**config.mk**
```make
export PLATFORM = sky130hd
export DESIGN_NAME = fwd_hazard_unit
export DESIGN_NICKNAME = d
export VERILOG_FILES = /design/src/rtl/fwd_hazard_unit.sv
export SDC_FILE = /design/constraint.sdc
export NUM_CORES = 1
export LEC_CHECK = 0
export ABC_AREA = 1
export BUFFER_PORTS_ARGS = -buffer_cell sky130_fd_sc_hd__buf_2
export CORE_AREA = 2 2 67 69
export CTS_CLUSTER_DIAMETER = 60
export DETAILED_ROUTE_END_ITERATION = 12
export DIE_AREA = 0 0 69 71
export PLACE_DENSITY = 0.69
export SLEW_MARGIN = 25
export SYNTH_ARGS = -nofsm -noshare
export SYNTH_HDL_FRONTEND = slang
export SYNTH_SLANG_ARGS = --single-unit
```
**constraint.sdc**
```tcl
create_clock -name clk -period 4.6 [get_ports clk]
set_input_delay 0.92 -clock clk [delete_from_list [all_inputs] [get_ports clk]]
set_output_delay 0.92 -clock clk [all_outputs]
set_load 0.03 [all_outputs]
```
**src/rtl/fwd_hazard_unit.sv**
```systemverilog
// ---------------------------------------------------------------------------
// fwd_hazard_unit
//   Tracks the EX, MEM and WB occupants of a 5-stage pipeline and produces
//   operand forwarding selects plus a load-use stall request.
//
// Ports
//   clk           single clock, all state updates on rising edge
//   rst_n         synchronous active-low reset
//   id_valid      decode-stage instruction present
//   id_rs1/rs2    decode-stage source registers
//   id_rd         decode-stage destination register
//   id_reg_write  decode instruction writes id_rd
//   id_mem_read   decode instruction is a load
//   flush         squash the instruction entering EX
//   hold          global pipeline freeze
//   fwd_a/fwd_b   forwarding selects (0 regfile, 1 EX/MEM, 2 MEM/WB, 3 zero),
//                 registered so they line up with the instruction in EX
//   stall         combinational load-use stall request
//   ex_valid      EX slot holds a real instruction
//   stall_cnt     saturating count of stall cycles taken
// ---------------------------------------------------------------------------
module fwd_hazard_unit #(
  parameter int REG_AW = 5,
  parameter int CNT_W  = 16
) (
  input  logic              clk,
  input  logic              rst_n,
  input  logic              id_valid,
  input  logic [REG_AW-1:0] id_rs1,
  input  logic [REG_AW-1:0] id_rs2,
  input  logic [REG_AW-1:0] id_rd,
  input  logic              id_reg_write,
  input  logic              id_mem_read,
  input  logic              flush,
  input  logic              hold,
  output logic [1:0]        fwd_a,
  output logic [1:0]        fwd_b,
  output logic              stall,
  output logic              ex_valid,
  output logic [CNT_W-1:0]  stall_cnt
);

  typedef struct packed {
    logic              valid;
    logic [REG_AW-1:0] rd;
    logic              reg_write;
    logic              mem_read;
  } slot_t;

  slot_t             ex_q, ex_d;
  slot_t             mem_q, mem_d;
  slot_t             wb_q, wb_d;
  logic [1:0]        fwd_a_q, fwd_a_d;
  logic [1:0]        fwd_b_q, fwd_b_d;
  logic [CNT_W-1:0]  stall_cnt_q, stall_cnt_d;

  logic              stall_c;
  logic              bubble;
  logic [REG_AW-1:0] rs_sel [2];
  logic [1:0]        code   [2];

  // Load in EX whose destination is read by decode; flush wins because the
  // decode instruction is being squashed anyway.
  always_comb begin
    stall_c = id_valid && ex_q.valid && ex_q.mem_read && (ex_q.rd != '0) &&
              ((ex_q.rd == id_rs1) || (ex_q.rd == id_rs2)) && !flush;
  end

  assign bubble    = flush || stall_c || !id_valid;
  assign rs_sel[0] = id_rs1;
  assign rs_sel[1] = id_rs2;

  // Forwarding selects look at the slots as they are before the edge: the
  // current EX occupant becomes EX/MEM, the current MEM occupant MEM/WB.
  for (genvar gi = 0; gi < 2; gi++) begin : g_code
    always_comb begin
      code[gi] = 2'd0;
      if (rs_sel[gi] == '0)
        code[gi] = 2'd3;
      else if (ex_q.valid && ex_q.reg_write && (ex_q.rd == rs_sel[gi]))
        code[gi] = 2'd1;
      else if (mem_q.valid && mem_q.reg_write && (mem_q.rd == rs_sel[gi]))
        code[gi] = 2'd2;
    end
  end

  always_comb begin
    ex_d        = ex_q;
    mem_d       = mem_q;
    wb_d        = wb_q;
    fwd_a_d     = fwd_a_q;
    fwd_b_d     = fwd_b_q;
    stall_cnt_d = stall_cnt_q;
    if (!hold) begin
      wb_d  = mem_q;
      mem_d = ex_q;
      if (bubble) begin
        ex_d    = '0;
        fwd_a_d = 2'd0;
        fwd_b_d = 2'd0;
      end else begin
        ex_d.valid     = 1'b1;
        ex_d.rd        = id_rd;
        ex_d.reg_write = id_reg_write;
        ex_d.mem_read  = id_mem_read;
        fwd_a_d        = code[0];
        fwd_b_d        = code[1];
      end
      if (stall_c && (stall_cnt_q != '1))
        stall_cnt_d = stall_cnt_q + CNT_W'(1);
    end
  end

  always_ff @(posedge clk) begin
    if (!rst_n) begin
      ex_q        <= '0;
      mem_q       <= '0;
      wb_q        <= '0;
      fwd_a_q     <= 2'd0;
      fwd_b_q     <= 2'd0;
      stall_cnt_q <= '0;
    end else begin
      ex_q        <= ex_d;
      mem_q       <= mem_d;
      wb_q        <= wb_d;
      fwd_a_q     <= fwd_a_d;
      fwd_b_q     <= fwd_b_d;
      stall_cnt_q <= stall_cnt_d;
    end
  end

  assign fwd_a     = fwd_a_q;
  assign fwd_b     = fwd_b_q;
  assign stall     = stall_c;
  assign ex_valid  = ex_q.valid;
  assign stall_cnt = stall_cnt_q;

endmodule

```
Word level (Yosys, flattened, before mapping)
Index checks and enable logic that the tools add are counted.
Widths: inputs -> output; s select.
{"block": "word_totals", "register_bits": 35, "inputBits": 22, "output_inout_bits": 22}
{"block": "op_classes", "n_eq_ne": 5, "reduce_logical": 21, "bitwise_logic": 1, "addsub": 1, "muxes": 9}
{"cell": "$eq 5x5->1", "count": 4}
{"cell": "$add 16x1->16 const B", "count": 1}
{"cell": "$mux 2", "count": 8}
{"cell": "$ne 16x16->1 const B", "count": 1}
{"cell": "$logic_and 1x1->1", "count": 12}
{"cell": "$logic_not 5->1", "count": 2}
{"cell": "$mux 8", "count": 1}
{"cell": "$reduce_bool 5->1", "count": 1}
{"cell": "$logic_or 1x1->1", "count": 3}
{"cell": "$logic_not 1->1", "count": 2}
{"cell": "$reduce_and 2->1", "count": 1}
{"cell": "$not 1->1", "count": 1}

Depth between registers and ports, before layout
{"block": "depth", "ltp_word": 8, "depth_mapped": 12, "ltp_nobuf": 11}

Worst setup path after synthesis
Ideal clock, no wire load.
{"block": "synth_timing", "path_kind": "input -> output", "from": "input id_rs1[1]", "to": "output stall", "t_required_ns": 3.680, "arrival_ns": 1.656, "setup_slack_ns": 2.024, "path_stages": 8, "cell_sequence": "inv_1 > nand2_1 > nand2_1 > nor2_1 > nand3_1 > nand2_2 > nand3_1 > inv_1"}
{"block": "synth_between", "elab_chain_len": 4}
{"element": "from (decl)", "line_no": "29", "rtl": "input logic [REG_AW-1:0] id_rs1,"}
{"element": "$eq 5x5->1", "line_no": "66", "rtl": "((ex_q.rd == id_rs1) || (ex_q.rd == id_rs2)) && !flush;"}
{"element": "$logic_or 1x1->1", "line_no": "66"}
{"element": "$logic_and 1x1->1", "line_no": "65", "rtl": "stall_c = id_valid && ex_q.valid && ex_q.mem_read && (ex_q.rd != '0) &&"}
{"element": "$logic_and 1x1->1", "line_no": "66"}
{"element": "to (decl)", "line_no": "38", "rtl": "output logic stall,"}
Every way passes these cells.

Worst setup path after layout
{"block": "layout_timing", "from": "input id_rs2[3]", "to": "output stall"}
{"block": "layout_between", "elab_chain_len": 4}
{"element": "from (decl)", "line_no": "30", "rtl": "input logic [REG_AW-1:0] id_rs2,"}
{"element": "$eq 5x5->1", "line_no": "66"}
{"element": "$logic_or 1x1->1", "line_no": "66"}
{"element": "$logic_and 1x1->1", "line_no": "65"}
{"element": "$logic_and 1x1->1", "line_no": "66"}
Every way passes these cells.

==> impl_results.md <==
* Min Tclk post-route at 2.87 ns
* # Post-CTS Setup Buffers at 0
* Sinks on Clock Net at 35
* Reg2reg setup slack at 2.67 ns
* Post-DP HPWL at 3490 µm
* Seq/Total Area, Yosys at 0.350
* Sw Pwr at 152 µW
* Power share of the clock group at 0.400
* Ys async rst share at 0
* Starting Density at 0.476
* Slew at the pin closest to its max-slew limit at 0.536 ns
* Die width at 69 µm
* Area share of the largest cell type after synthesis at 0.350
* Main synth FF type: dfxtp_1
* Residual DRC at 0
* Placed cell count at 409
* Syn Inst Count at 323
* Initial antenna violation count at 0
* Synth warn at 0
* Crit path DAT at 1.95 ns
* GR Util All Layers at 0.208
* Grt ovf at 0
* CTS buffer count at 5
* Setup Crit Path Kind: in2out
* Synth cell types at 23
* Antenna Cells at 0
* PostCTS Resize Cnt at 0
* Hold Fails Final Rpt at 0
* Vias at 2050
* Layout area overhead at 16.8%
* Max FO, Critical Path at 5
* Worst setup EP type: output port
* IO Port Bufs at 43
* Die Area at 4900 µm²
* Detailed Route Iter0 Violations at 113
* Vias in the first global route at 1888
* Final setup fails at 0
* Die height at 71 µm
* Max-Cap Viols at 0
* Rel. slew slack at 0.642
* Io pins at 44
* Busiest metal layer after global routing: met2
* Vias per Instance at 4.92
* WL final at 4750 µm
* Syn nets at 346
* P_int at 466 µW
* DR pass1 iterations at 5
* Mean Syn Cell Area at 6.20 µm²
* Fin nets at 387
* Largest net degree at the start of global routing at 27
* Fmax at 348 MHz
* Share of cells above drive strength 1 at 0.184
* Gpl congestion at 0.897
* Setup tns final at 0 ns
* Core ar. at 4200 µm²
* Reg power frac at 0.506
* Switching share of total power at 0.246
* PD cells at 264 nW/µm²
* Synth Register Bits at 35
* Post-synth EDFFs at 0
* Synth area leader: dfxtp_1
* Worst-case clock buffer depth at 2
* RSZ-0062 raised after global routing: false
* Commonest cells in the synthesized netlist: nand2_1 (105), nor2_1 (60), dfxtp_1 (35), inv_1 (29), a21oi_1 (18)
* Antenna-violating nets left at 0
* Clock root cell: clkbuf_8
* Worst Path Required at 3.68 ns
* Max Slew Vio Count at 0
* Area contributors post-synth: dfxtp_1 (35%), nand2_1 (20%), nor2_1 (11%)
* TritonCTS clock tree: built
* GR Util met3 at 0.0470
* Global-route wire length before repair at 8230 µm
* GRT met1 Usage at 0.269
* Clock skew at 0.00582 ns
* Clock-pin slew on the worst setup and hold paths at 0.07 ns
* Drt wl/cell at 11.4 µm
* Combinational Power Share at 0.094
* Status: finished, final reports clean
* Cell Area, Synth at 2000 µm²
* Worst-Skew Late Latency at 0.28 ns
* Routing usage on met2 at 0.344
* HP Class: reg2reg
* Cell with the most instances after synthesis: nand2_1
* Type of origin of the critical path: input pin
* # rows at 24
* H-tree depth at 2
* # hold bufs at CTS at 0
* VDD IR max at 0.162 mV
* Final non-filler cell total at 417
* Fin crit share at 0.624
* LEAKAGE at 1.12 nW
==> final timing paths <==
check,depth (start not counted),startpoint,to
setup / recovery,10,id_rs2[3],stall
hold / removal,2,fwd_a[0],fwd_a[0]
setup reg to reg,11,ex_q[5],stall_cnt[2]
hold reg to reg,2,fwd_a[0],fwd_a[0]
==> power by group through the flow <==
stage | registers (mW) | clock network (mW) | logic [mW]
final | 0.313 | 0.247 | 0.0580
after global placement | 0.320 | 0 | 0.0565
after detailed placement | 0.320 | 0 | 0.0573
after floorplan | 0.319 | 0 | 0.0366
after global routing | 0.314 | 0.269 | 0.0662
after CTS | 0.313 | 0.253 | 0.0580
==> sequential cells by signal (all words and copies together) (netlist names) <==
register / cells
ex_q: 7
fwd_b: 2
ex_valid: 1
stall_cnt: 16
fwd_a: 2
mem_q: 7
==> critical path, cell delays in order <==
cell and delay (ns):
buf_2 0.13, inv_1 0.05, nand2_1 0.05, nand2_1 0.05
nor2_1 0.17, nand3_1 0.12, nand2_2 0.12, nand3_1 0.11
inv_1 0.06, buf_2 0.18
==> layer usage <==
layer | wire, µm | up-vias | part of all wire
met2 | 2170 | 41 | 0.46
met3 | 169 | 4 | 0.036
met4 | 48 | 0 | 0.010
met5 | 0 | - | 0
li1 | - | 1088 | -
met1 | 2360 | 917 | 0.50
==> cell usage in the layout, fill, tap and decap left out <==
cell type	n
clkbuf_8	7
and3_1	1
o21ai_1	1
buf_2	43
ha_1	1
a21oi_1	18
nor2_1	60
inv_2	5
o21bai_2	4
nand2_2	1
xnor2_1	9
nor3_1	4
nand3_1	13
nand4_1	11
nand2_1	105
dfxtp_1	35
nand4_4	1
nor2_2	6
xor2_1	1
o21ai_0	9
clkbuf_1	1
inv_1	29
==> stage by stage <==
step | cell area, µm² | setup WS, ns | power, mW | hold slack (ns) | utilization
5_1_grt | 2340 | 1.59 | 0.649 | 0.489 | 0.556
3_5_place_dp | 2240 | 1.73 | 0.377 | 0.457 | 0.532
2_1_floorplan | 2000 | 2.02 | 0.356 | 0.445 | -
6_report | 2340 | 1.73 | 0.618 | 0.468 | 0.556
4_1_cts | 2340 | 1.73 | 0.623 | 0.469 | 0.556
3_3_place_gp | 2240 | 1.76 | 0.376 | 0.455 | 0.532
==> logic make-up after synthesis <==
kind of cell / share of synthesized area
flops: 0.350
xor+xnor: 0.0438
simple gates: 0.422
compound gates: 0.0925
fa+ha+maj: 0.00625
buf+inv: 0.0856
==> final cells by class <==
type,count,area (µm²)
Timing Repair Buffer,43,215
Clock buffer,8,100
Inverter,34,128
Fill cell,460,1870
Sequential cell,35,701
Multi-Input combinational cell,245,1130
Tap cell,52,65.1
Power figures use the tool's default switching activity.
